$ cat src/rtl/video_symbol_rx_pkg.sv
// Shared definitions for the BT.656 symbol receiver: TRS constants, slice
// classification, framing states and the Gray-code decoder.
package video_pkg;

  localparam logic [7:0] TRS_FF   = 8'hFF;
  localparam logic [7:0] TRS_00   = 8'h00;
  localparam int         XY_H_BIT = 4;

  typedef enum logic [1:0] {
    SL_DATA,
    SL_START,
    SL_END,
    SL_ERR
  } slice_e;

  typedef enum logic {
    FR_IDLE,
    FR_RUN
  } frame_state_e;

  // Callers zero-extend narrower Gray codes; leading zeros decode to zeros.
  function automatic logic [15:0] gray2bin(input logic [15:0] gray);
    logic [15:0] bin;
    bin[15] = gray[15];
    for (int i = 14; i >= 0; i--) begin
      bin[i] = bin[i+1] ^ gray[i];
    end
    return bin;
  endfunction

endpackage

$ cat src/rtl/video_symbol_rx_slicer.sv
// Level slicer: turns one window average into a data symbol, a START/END
// marker or an out-of-range error, registered one cycle after the average.
module symbol_slicer
  import video_pkg::*;
#(
  parameter int LEVEL_BASE      = 64,
  parameter int LEVEL_STEP_LOG2 = 3,
  parameter int SYM_BITS        = 4
) (
  input  logic                clkin,
  input  logic                reset,
  input  logic                avg_valid,
  input  logic [7:0]          avg,
  output logic                slice_valid,
  output slice_e              slice_kind,
  output logic [SYM_BITS-1:0] slice_sym
);

  localparam logic [8:0] BASE9     = 9'(LEVEL_BASE);
  localparam logic [8:0] START_IDX = 9'(1 << SYM_BITS);
  localparam logic [8:0] END_IDX   = 9'((1 << SYM_BITS) + 1);

  logic [8:0]  diff;
  logic [8:0]  idx;
  logic        below_base;
  logic [15:0] gray_in;
  logic [15:0] bin_out;
  slice_e      kind_d;
  logic        unused_bin_msb;

  // Lower bin edge is inclusive: avg == base + k*step lands in bin k.
  always_comb begin
    diff       = {1'b0, avg} - BASE9;
    idx        = diff >> LEVEL_STEP_LOG2;
    below_base = ({1'b0, avg} < BASE9);
    gray_in    = '0;
    gray_in[SYM_BITS-1:0] = idx[SYM_BITS-1:0];
    bin_out    = gray2bin(gray_in);
    if (below_base) begin
      kind_d = SL_ERR;
    end else if (idx < START_IDX) begin
      kind_d = SL_DATA;
    end else if (idx == START_IDX) begin
      kind_d = SL_START;
    end else if (idx == END_IDX) begin
      kind_d = SL_END;
    end else begin
      kind_d = SL_ERR;
    end
  end

  assign unused_bin_msb = ^bin_out[15:SYM_BITS];

  always_ff @(posedge clkin) begin
    if (reset) begin
      slice_valid <= 1'b0;
      slice_kind  <= SL_DATA;
      slice_sym   <= '0;
    end else begin
      slice_valid <= avg_valid;
      if (avg_valid) begin
        slice_kind <= kind_d;
        slice_sym  <= bin_out[SYM_BITS-1:0];
      end
    end
  end

endmodule

$ cat src/rtl/video_symbol_rx.sv
// BT.656 tape-data front end: gates on SAV/EAV, averages OVERSAMPLE active
// bytes per symbol, slices the average and frames data between START/END.
module video_symbol_rx
  import video_pkg::*;
#(
  parameter int OVERSAMPLE      = 4,
  parameter int SYM_BITS        = 4,
  parameter int LEVEL_BASE      = 64,
  parameter int LEVEL_STEP_LOG2 = 3
) (
  input  logic                clkin,
  input  logic                reset,
  input  logic [7:0]          td_in,
  output logic [SYM_BITS-1:0] sym_out,
  output logic                sym_valid,
  output logic                frame_active,
  output logic                frame_done,
  output logic                level_err
);

  localparam int OS_LOG2   = $clog2(OVERSAMPLE);
  localparam int ACC_W     = 8 + OS_LOG2;
  localparam int TOP_LEVEL = LEVEL_BASE + (((1 << SYM_BITS) + 2) << LEVEL_STEP_LOG2);
  localparam logic [OS_LOG2-1:0] CNT_LAST = OS_LOG2'(OVERSAMPLE - 1);

  if (OVERSAMPLE < 2 || OVERSAMPLE > 16 || (OVERSAMPLE & (OVERSAMPLE - 1)) != 0) begin : g_bad_oversample
    $error("video_symbol_rx: OVERSAMPLE must be a power of 2 in 2..16");
  end

  if (TOP_LEVEL > 255) begin : g_bad_levels
    $error("video_symbol_rx: marker bins exceed the 8-bit level range");
  end

  logic [7:0]         hist0;
  logic [7:0]         hist1;
  logic [7:0]         hist2;
  logic               active;
  logic [OS_LOG2-1:0] win_count;
  logic [ACC_W-1:0]   acc;
  logic               avg_valid;
  logic [7:0]         avg;

  logic               is_xy;
  logic               count_byte;
  logic               win_last;
  logic [ACC_W-1:0]   sum_next;
  logic [ACC_W-1:0]   sum_shift;
  logic               unused_sum_msb;

  // hist2 is the oldest byte, so FF,00,00 in history marks the current byte as XY.
  always_comb begin
    is_xy      = (hist2 == TRS_FF) && (hist1 == TRS_00) && (hist0 == TRS_00);
    count_byte = active && (td_in != TRS_00) && (td_in != TRS_FF) && !is_xy;
    win_last   = count_byte && (win_count == CNT_LAST);
    sum_next   = acc + ACC_W'(td_in);
    sum_shift  = sum_next >> OS_LOG2;
  end

  assign unused_sum_msb = ^sum_shift[ACC_W-1:8];

  // Any timing reference drops a partial window so symbols never straddle a TRS.
  always_ff @(posedge clkin) begin
    if (reset) begin
      hist0     <= '0;
      hist1     <= '0;
      hist2     <= '0;
      active    <= 1'b0;
      win_count <= '0;
      acc       <= '0;
      avg_valid <= 1'b0;
      avg       <= '0;
    end else begin
      hist2     <= hist1;
      hist1     <= hist0;
      hist0     <= td_in;
      avg_valid <= 1'b0;
      if (is_xy) begin
        active    <= ~td_in[XY_H_BIT];
        win_count <= '0;
        acc       <= '0;
      end else if (count_byte) begin
        if (win_last) begin
          avg       <= sum_shift[7:0];
          avg_valid <= 1'b1;
          win_count <= '0;
          acc       <= '0;
        end else begin
          win_count <= win_count + 1'b1;
          acc       <= sum_next;
        end
      end
    end
  end

  logic                slice_valid;
  slice_e              slice_kind;
  logic [SYM_BITS-1:0] slice_sym;

  symbol_slicer #(
    .LEVEL_BASE      (LEVEL_BASE),
    .LEVEL_STEP_LOG2 (LEVEL_STEP_LOG2),
    .SYM_BITS        (SYM_BITS)
  ) u_slicer (
    .clkin       (clkin),
    .reset       (reset),
    .avg_valid   (avg_valid),
    .avg         (avg),
    .slice_valid (slice_valid),
    .slice_kind  (slice_kind),
    .slice_sym   (slice_sym)
  );

  frame_state_e        state;
  frame_state_e        state_next;
  logic [SYM_BITS-1:0] sym_out_d;
  logic                sym_valid_d;
  logic                frame_done_d;
  logic                level_err_d;

  always_ff @(posedge clkin) begin
    if (reset) begin
      state      <= FR_IDLE;
      sym_out    <= '0;
      sym_valid  <= 1'b0;
      frame_done <= 1'b0;
      level_err  <= 1'b0;
    end else begin
      state      <= state_next;
      sym_out    <= sym_out_d;
      sym_valid  <= sym_valid_d;
      frame_done <= frame_done_d;
      level_err  <= level_err_d;
    end
  end

  // Only markers move the frame; EAV/SAV never end a frame on their own.
  always_comb begin
    state_next = state;
    if (slice_valid) begin
      case (state)
        FR_IDLE: if (slice_kind == SL_START) state_next = FR_RUN;
        FR_RUN:  if (slice_kind == SL_END)   state_next = FR_IDLE;
        default: state_next = FR_IDLE;
      endcase
    end
  end

  always_comb begin
    sym_out_d    = sym_out;
    sym_valid_d  = 1'b0;
    frame_done_d = 1'b0;
    level_err_d  = 1'b0;
    if (slice_valid) begin
      case (slice_kind)
        SL_DATA: begin
          if (state == FR_RUN) begin
            sym_out_d   = slice_sym;
            sym_valid_d = 1'b1;
          end
        end
        SL_END:   frame_done_d = (state == FR_RUN);
        SL_ERR:   level_err_d  = 1'b1;
        default:  sym_valid_d  = 1'b0;
      endcase
    end
  end

  assign frame_active = (state == FR_RUN);

endmodule

$ cat config.mk
export PLATFORM = sky130hd
export DESIGN_NAME = video_symbol_rx
export DESIGN_NICKNAME = d
export VERILOG_FILES = /design/src/rtl/video_symbol_rx_pkg.sv /design/src/rtl/video_symbol_rx_slicer.sv /design/src/rtl/video_symbol_rx.sv
export SDC_FILE = /design/constraint.sdc
export NUM_CORES = 1
export LEC_CHECK = 0
export CORE_ASPECT_RATIO = 1.5
export CORE_MARGIN = 4
export CORE_UTILIZATION = 45
export DETAILED_ROUTE_END_ITERATION = 16
export GPL_ROUTABILITY_DRIVEN = 0
export MAX_ROUTING_LAYER = met4
export PLACE_DENSITY = 0.67
export SLEW_MARGIN = 0
export SYNTH_ARGS = -nofsm -noshare
export SYNTH_HDL_FRONTEND = slang
export SYNTH_SLANG_ARGS = --single-unit
$ cat constraint.sdc
create_clock -name clkin -period 4.6 [get_ports clkin]
set_input_delay 0.92 -clock clkin [delete_from_list [all_inputs] [get_ports clkin]]
set_output_delay 0.92 -clock clkin [all_outputs]
set_load 0.005 [all_outputs]
==> results of run 1 <==
[worst paths after layout]
check | start | to | slack, ns
max | td_in[2] | acc[9]$_SDFFE_PP0P_ | 1.60
min | u_slicer.slice_sym[1]$_SDFFE_PP0P_ | sym_out[1]$_SDFFE_PP0P_ | 0.45
max reg2reg | acc[0]$_SDFFE_PP0P_ | avg[4]$_SDFFE_PP0P_ | 2.41
min reg2reg | u_slicer.slice_sym[1]$_SDFFE_PP0P_ | sym_out[1]$_SDFFE_PP0P_ | 0.45
[flip-flops by register name, summed over array words and instances (netlist names), 2 cells and up]
register / flops
u_slicer.slice_sym: 4
hist2: 8
u_slicer.slice_kind: 2
acc: 10
win_count: 2
hist1: 8
sym_out: 4
avg: 5
hist0: 8
[through the flow]
| stage | utilization (%) | std cells | cell area, um2 | setup slack, ns | hold WS (ns) |
|---|---|---|---|---|---|
| floorplan | - | 253 | 2500 | 1.90 | 0.428 |
| global placement | 50.3 | 332 | 2720 | 1.33 | 0.436 |
| detailed placement | 50.3 | 332 | 2720 | 1.28 | 0.448 |
| CTS | 54.1 | 348 | 2920 | 1.63 | 0.458 |
| global route | 54.1 | 348 | 2920 | 1.42 | 0.471 |
| finish | 54.1 | 348 | 2920 | 1.60 | 0.453 |
[power by group]
part           switching (mW)  total, mW  internal [mW]  leakage [nW]
combinational          0.0244     0.0486         0.0242         0.475
sequential            0.00419      0.516          0.511         0.471
clock                   0.200      0.479          0.279        0.0986
total                   0.228       1.04          0.814          1.04
[worst max-delay path: stages]
cell,delay (ns)
sky130_fd_sc_hd__clkdlybuf4s50_1,0.48
sky130_fd_sc_hd__ha_1,0.41
sky130_fd_sc_hd__nand3_1,0.11
sky130_fd_sc_hd__o211ai_2,0.24
sky130_fd_sc_hd__o221ai_1,0.25
sky130_fd_sc_hd__or4b_2,0.68
sky130_fd_sc_hd__a31oi_1,0.17
[cell usage after synthesis, types with 2 or more instances]
master and n:
sky130_fd_sc_hd__a211oi_1 8, sky130_fd_sc_hd__or3b_2 2, sky130_fd_sc_hd__nand2_1 6, sky130_fd_sc_hd__o21ai_0 8, sky130_fd_sc_hd__xor2_1 4, sky130_fd_sc_hd__nor3_1 2
sky130_fd_sc_hd__o22ai_1 5, sky130_fd_sc_hd__nand3b_1 4, sky130_fd_sc_hd__o21a_1 2, sky130_fd_sc_hd__nand2b_1 13, sky130_fd_sc_hd__mux2i_1 8, sky130_fd_sc_hd__nor2b_1 26
sky130_fd_sc_hd__nand4_1 3, sky130_fd_sc_hd__a21oi_1 14, sky130_fd_sc_hd__xnor2_1 3, sky130_fd_sc_hd__nor3b_1 2, sky130_fd_sc_hd__or2_2 2, sky130_fd_sc_hd__dfxtp_1 58
sky130_fd_sc_hd__or4_1 3, sky130_fd_sc_hd__ha_1 12, sky130_fd_sc_hd__or4_4 2, sky130_fd_sc_hd__a31oi_1 2, sky130_fd_sc_hd__nor2_1 23, sky130_fd_sc_hd__nand3_1 9
sky130_fd_sc_hd__nor4_4 2, sky130_fd_sc_hd__inv_1 6, sky130_fd_sc_hd__clkbuf_1 7
[cell type report]
class / count / area share [%]
Timing Repair Buffer: 18 / 6.08
Multi-Input combinational cell: 180 / 43.4
Clock inverter: 4 / 1.71
Tap cell: 70 / 3.00
Inverter: 6 / 0.770
Clock buffer: 12 / 5.31
Sequential cell: 58 / 39.7
[cells by family (layout without fill, tap and decap cells)]
family	after synthesis	in the layout	synth area share, %
AO/OA/AOI/OAI	49	49	13.3
multiplexers	8	8	3.21
flip-flops	58	58	46.5
adder cells (fa/ha/maj)	13	13	6.82
AND/OR/NAND/NOR	103	103	25.1
XOR/XNOR	7	7	2.46
buffers and inverters	15	40	2.61
[per-layer routing]
metal / vias to the layer above / wire, um / track usage, %
li1: 936 / - / -
met1: 833 / 1920 / 17.0
met2: 21 / 2230 / 24.9
met3: 10 / 123 / 4.07
met4: 0 / 94 / 8.56
met5: - / 0 / -
==> summary.log, run 1 <==
[outcome] run status completed
[synth] post-synthesis area per instance 9.87 um2
[final_layout] footprint of the multi-input gates 1270 um2
[timing] Least-Margin Pin Slew 0.947 ns
[global_routing] total track usage 15.6%
[clock_tree] clock-pin slew on the worst setup and hold paths 0.06 ns
[worst_hold_path] min-delay worst type reg2reg
[clock_tree] cell at the root of the clock tree sky130_fd_sc_hd__clkbuf_8
[timing] final setup vio count 0
[synth] number of enable-type register cells in the synthesized netlist 0
[clock_tree] Clk Latency, worst-skew pair 0.33 ns
[synth] post-synthesis net count 276
[placed_design] Detailed Place HPWL 3160 um
[route] detailed-route wire length per cell 12.5 um
[critical_path] CP startpoint kind primary input
[route] post-DR vias/cell 5.17
[final_layout] commonest non-fill, non-tap cell in the layout sky130_fd_sc_hd__dfxtp_1
[critical_path] depth of the worst register-to-register path 7
[global_routing] GRT overflow 0
[synth] Netlist cell types 44
[final_layout] proportion of layout cells with a drive suffix above 1 10.1%
[placed_design] Port Buf Inserts 17
[critical_path] capturing element type of the critical path flip-flop
[global_routing] antenna violations before repair 0
[global_routing] pin count of the biggest net entering global routing 27
[timing] Tcrit/Tclk final 65.1%
[clock_tree] CTS tree done
[route] count of unresolved DRC violations after routing 0
[timing] final worst path period need 3.00 ns
[worst_hold_path] number of stages on the worst hold path 2
[final_layout] # nets final 296
[power_and_ir_drop] leak pwr 1.04 nW
[timing] unrepaired setup endpoints after global routing false
[die] die boundary width 68.8 um
[route] total wirelength of the detailed-routed design 4370 um
[route] length of the first detailed-routing pass in iterations 4
[synth] Mapped Cells 253
[final_layout] number of fillers in the final layout 501
[timing] Pins Over Slew Limit 0
[route] starting DRC count in detailed routing 67
[synth] FF+latch count, synth 58
[critical_path] Crit path arrival time 3.25 ns
[synth] main area contributors after synthesis sky130_fd_sc_hd__dfxtp_1, sky130_fd_sc_hd__nor2b_1, sky130_fd_sc_hd__ha_1
[critical_path] critical path peak fanout 5
[synth] top flip-flop cell by instance count after synthesis sky130_fd_sc_hd__dfxtp_1
[final_layout] antenna diode instance count 0
[die] # rows 33
[clock_tree] setup fix buffers added after clock tree synthesis 0
[final_layout] commonest cells after routing, fill and taps aside sky130_fd_sc_hd__dfxtp_1, sky130_fd_sc_hd__nor2b_1, sky130_fd_sc_hd__nor2_1
[critical_path] Setup CP Type in2reg
[power_and_ir_drop] power density over the cells 357 nW/um2
[timing] endpoints failing hold 0
[clock_tree] maximum level of the CTS H-tree 3
[die] Die Outline Area 6830 um2
[route] DR vias 1800
[clock_tree] hold-fix buffers at CTS 0
[die] vertical die dimension 99.2 um
[clock_tree] count of cells resized by post-cts repair 0
[synth] share of the synthesized area in the top cell type 46.5%
[die] area of the core region 5410 um2
[route] number of nets with antenna violations after detailed routing 0
[global_routing] via count of the first global-routing pass 1782
[power_and_ir_drop] Worst VDD drop 0.286 mV
[power_and_ir_drop] Total Power Consumption 1.04 mW
[synth] Synth async-reset ratio 0%
[synth] cell accounting for the most synthesized area sky130_fd_sc_hd__dfxtp_1
[synth] number of warning messages in the yosys log 0
[synth] part of the Yosys area used for sequential elements 46.5%
[global_routing] global-route wire length before repair 7810 um
[clock_tree] clock buffer depth 2
[final_layout] area grow syn2layout 17.1%
[critical_path] required time of the critical path 4.86 ns
[job] maxcap violations 0
[synth] post-synthesis cell area 2500 um2
[timing] setup tns final 0 ns
[die] initial standard-cell utilization of the core 46.1%
[timing] max_slew headroom 36.7%
[clock_tree] clk sinks 58
[clock_tree] total CTS buffers 9
[final_layout] sequential cell area 1160 um2
[die] I/O pins 18
[timing] Setup Skew 0.00762 ns
[timing] achievable frequency 334 MHz
Note: power is estimated with default switching activity, not from simulation.
==> inputs of run 2 (changes only) <==
Settings changed: PLACE_DENSITY 0.67 to 0.69.
Clock period 4.6 ns to 2.5 ns, I/O delays scaled along.
==> summary.log, run 2 (synthesis results as in run 1) <==
[power_and_ir_drop] portion of total power attributed to combinational logic 4.9% [was 4.7%]
[global_routing] pin count of the biggest net entering global routing 42 [was 27]
[clock_tree] total CTS buffers 9 [unchanged]
[clock_tree] maximum level of the CTS H-tree 3 [unchanged]
[global_routing] global-route wire length before repair 7780 um [was 7810 um]
[route] starting DRC count in detailed routing 132 [was 67]
[placed_design] worst slack, placed -0.364 ns [was 1.28 ns]
[route] length of the first detailed-routing pass in iterations 4 [unchanged]
[die] area of the core region 5410 um2 [unchanged]
[outcome] run status completed [unchanged]
[final_layout] final standard cell utilization of the core 58.7% [was 54.1%]
[timing] Least-Margin Pin Slew 0.565 ns [was 0.947 ns]
[route] DR vias 1929 [was 1800]
[timing] achievable frequency 415 MHz
[route] post-DR vias/cell 5.21 [was 5.17]
[worst_hold_path] min-delay worst type reg2reg [unchanged]
[critical_path] CP startpoint kind primary input [unchanged]
[clock_tree] clk sinks 58 [unchanged]
[timing] Pins Over Slew Limit 0 [unchanged]
[final_layout] proportion of layout cells with a drive suffix above 1 18.0% [was 10.1%]
[die] Die Outline Area 6830 um2 [unchanged]
[timing] post-layout worst setup margin 0.0914 ns [was 1.60 ns]
[global_routing] via count of the first global-routing pass 1819 [was 1782]
[power_and_ir_drop] Sequential Power Share 45.4% [was 49.4%]
[power_and_ir_drop] leak pwr 1.21 nW [was 1.04 nW]
[timing] final setup vio count 0 [unchanged]
[power_and_ir_drop] Worst VDD drop 0.394 mV [was 0.286 mV]
[final_layout] commonest cells after routing, fill and taps aside sky130_fd_sc_hd__dfxtp_1, sky130_fd_sc_hd__nor2b_1, sky130_fd_sc_hd__nor2_1 [unchanged]
[final_layout] final cell count without fillers 370 [was 348]
[final_layout] largest reg by FF count acc [unchanged]
[die] I/O pins 18 [unchanged]
[clock_tree] setup fix buffers added after clock tree synthesis 0 [unchanged]
[power_and_ir_drop] clock share of power 49.7% [was 45.9%]
[power_and_ir_drop] net load switching power 0.431 mW [was 0.228 mW]
[power_and_ir_drop] Total Power Consumption 2.09 mW [was 1.04 mW]
[timing] Tcrit/Tclk final 96.3%
[clock_tree] Clk Latency, worst-skew pair 0.33 ns [about the same]
[global_routing] total track usage 15.2% [was 15.6%]
[power_and_ir_drop] sw frac 20.6% [was 21.9%]
[final_layout] # nets final 318 [was 296]
[final_layout] antenna diode instance count 0 [unchanged]
[route] count of unresolved DRC violations after routing 0 [unchanged]
[critical_path] capturing element type of the critical path flip-flop [unchanged]
[timing] endpoints failing hold 0 [unchanged]
[critical_path] critical path peak fanout 4 [was 5]
[critical_path] reg-to-reg critical path startpoint acc[3]$_SDFFE_PP0P_ [was acc[0]$_SDFFE_PP0P_]
[die] initial standard-cell utilization of the core 46.1% [unchanged]
[worst_hold_path] hold path start hist1[3]$_SDFF_PP0_ [was u_slicer.slice_sym[1]$_SDFFE_PP0P_]
[job] maxcap violations 0 [unchanged]
[route] number of nets with antenna violations after detailed routing 0 [unchanged]
[clock_tree] clock buffer depth 2 [unchanged]
[die] # rows 33 [unchanged]
[power_and_ir_drop] design internal power 1.66 mW [was 0.814 mW]
[critical_path] Setup CP Type in2reg [unchanged]
[critical_path] first element of the critical path td_in[3] [was td_in[2]]
[clock_tree] hold-fix buffers at CTS 0 [unchanged]
[timing] final worst path period need 2.41 ns
[clock_tree] clock-pin slew on the worst setup and hold paths 0.07 ns [was 0.06 ns]
[timing] final-layout worst hold slack 0.453 ns [about the same]
[final_layout] commonest non-fill, non-tap cell in the layout sky130_fd_sc_hd__dfxtp_1 [unchanged]
[placed_design] Detailed Place HPWL 3460 um [was 3160 um]
[critical_path] required time of the critical path 2.75 ns [was 4.86 ns]
[timing] max_slew headroom 62.4% [was 36.7%]
[global_routing] GRT overflow 0 [unchanged]
[timing] Setup Skew 0.00759 ns [was 0.00762 ns]
[clock_tree] CTS tree done [unchanged]
[final_layout] max FFs per register 10 [unchanged]
[global_routing] antenna violations before repair 0 [unchanged]
[final_layout] area grow syn2layout 27.1% [was 17.1%]
[placed_design] number of cells after detailed placement 354 [was 332]
[route] total wirelength of the detailed-routed design 4650 um [was 4370 um]
[placed_design] Port Buf Inserts 17 [unchanged]
[route] detailed-route wire length per cell 12.6 um [was 12.5 um]
[critical_path] Crit path arrival time 2.65 ns [was 3.25 ns]
[clock_tree] cell at the root of the clock tree sky130_fd_sc_hd__clkbuf_8 [unchanged]
[die] vertical die dimension 99.2 um [unchanged]
[die] die boundary width 68.8 um [unchanged]
[power_and_ir_drop] power density over the cells 659 nW/um2 [was 357 nW/um2]
## run 2: path summary, 6_finish.rpt
check,endpoint,slack [ns],cells after the start
max,acc[9]$_SDFFE_PP0P_,0.09,7
min,hist2[3]$_SDFF_PP0_,0.45,1
max reg2reg,acc[9]$_SDFFE_PP0P_,0.41,6
min reg2reg,hist2[3]$_SDFF_PP0_,0.45,1
## run 2: cell type report
type	count	area, um2
Timing Repair Buffer	40	360
Tap cell	70	87.6
Clock inverter	6	115
Clock buffer	10	128
Multi-Input combinational cell	180	1300
Sequential cell	58	1160
Inverter	6	22.5
Fill cell	484	2240
## run 2: critical path: stages
cell,delay [ns]
sky130_fd_sc_hd__clkdlybuf4s50_1,0.43
sky130_fd_sc_hd__ha_1,0.37
sky130_fd_sc_hd__nand3_1,0.11
sky130_fd_sc_hd__o211ai_2,0.22
sky130_fd_sc_hd__o221ai_1,0.18
sky130_fd_sc_hd__or4b_2,0.65
sky130_fd_sc_hd__a31oi_1,0.19
## run 2: timing repair
item,in CTS,in global routing
gates cloned,0,0
endpoints found under the setup margin,1,6
resized for setup,1,6
pin swaps,0,1
## run 2: power by group through the flow
| stage | registers, mW | logic [mW] | clock network, mW |
|---|---|---|---|
| floorplan | 0.968 | 0.0563 | 0 |
| global placement | 0.970 | 0.102 | 0 |
| detailed placement | 0.970 | 0.103 | 0 |
| CTS | 0.949 | 0.104 | 1.06 |
| global route | 0.951 | 0.113 | 1.09 |
| finish | 0.949 | 0.103 | 1.04 |
## run 2: through the flow
stage	TNS, ns	area (um2)
floorplan	0	2500
global placement	-2.28	2900
detailed placement	-2.70	2900
CTS	0	3140
global route	-0.00353	3170
finish	0	3170
## run 2: layer usage
layer / part of all wire (%) / global-route usage [%] / vias up
met1: 41 / 16.1 / 906
met3: 3.3 / 3.95 / 12
met4: 2.9 / 6.91 / 0
li1: - / - / 981
met2: 53 / 25.6 / 30
met5: 0 / - / -
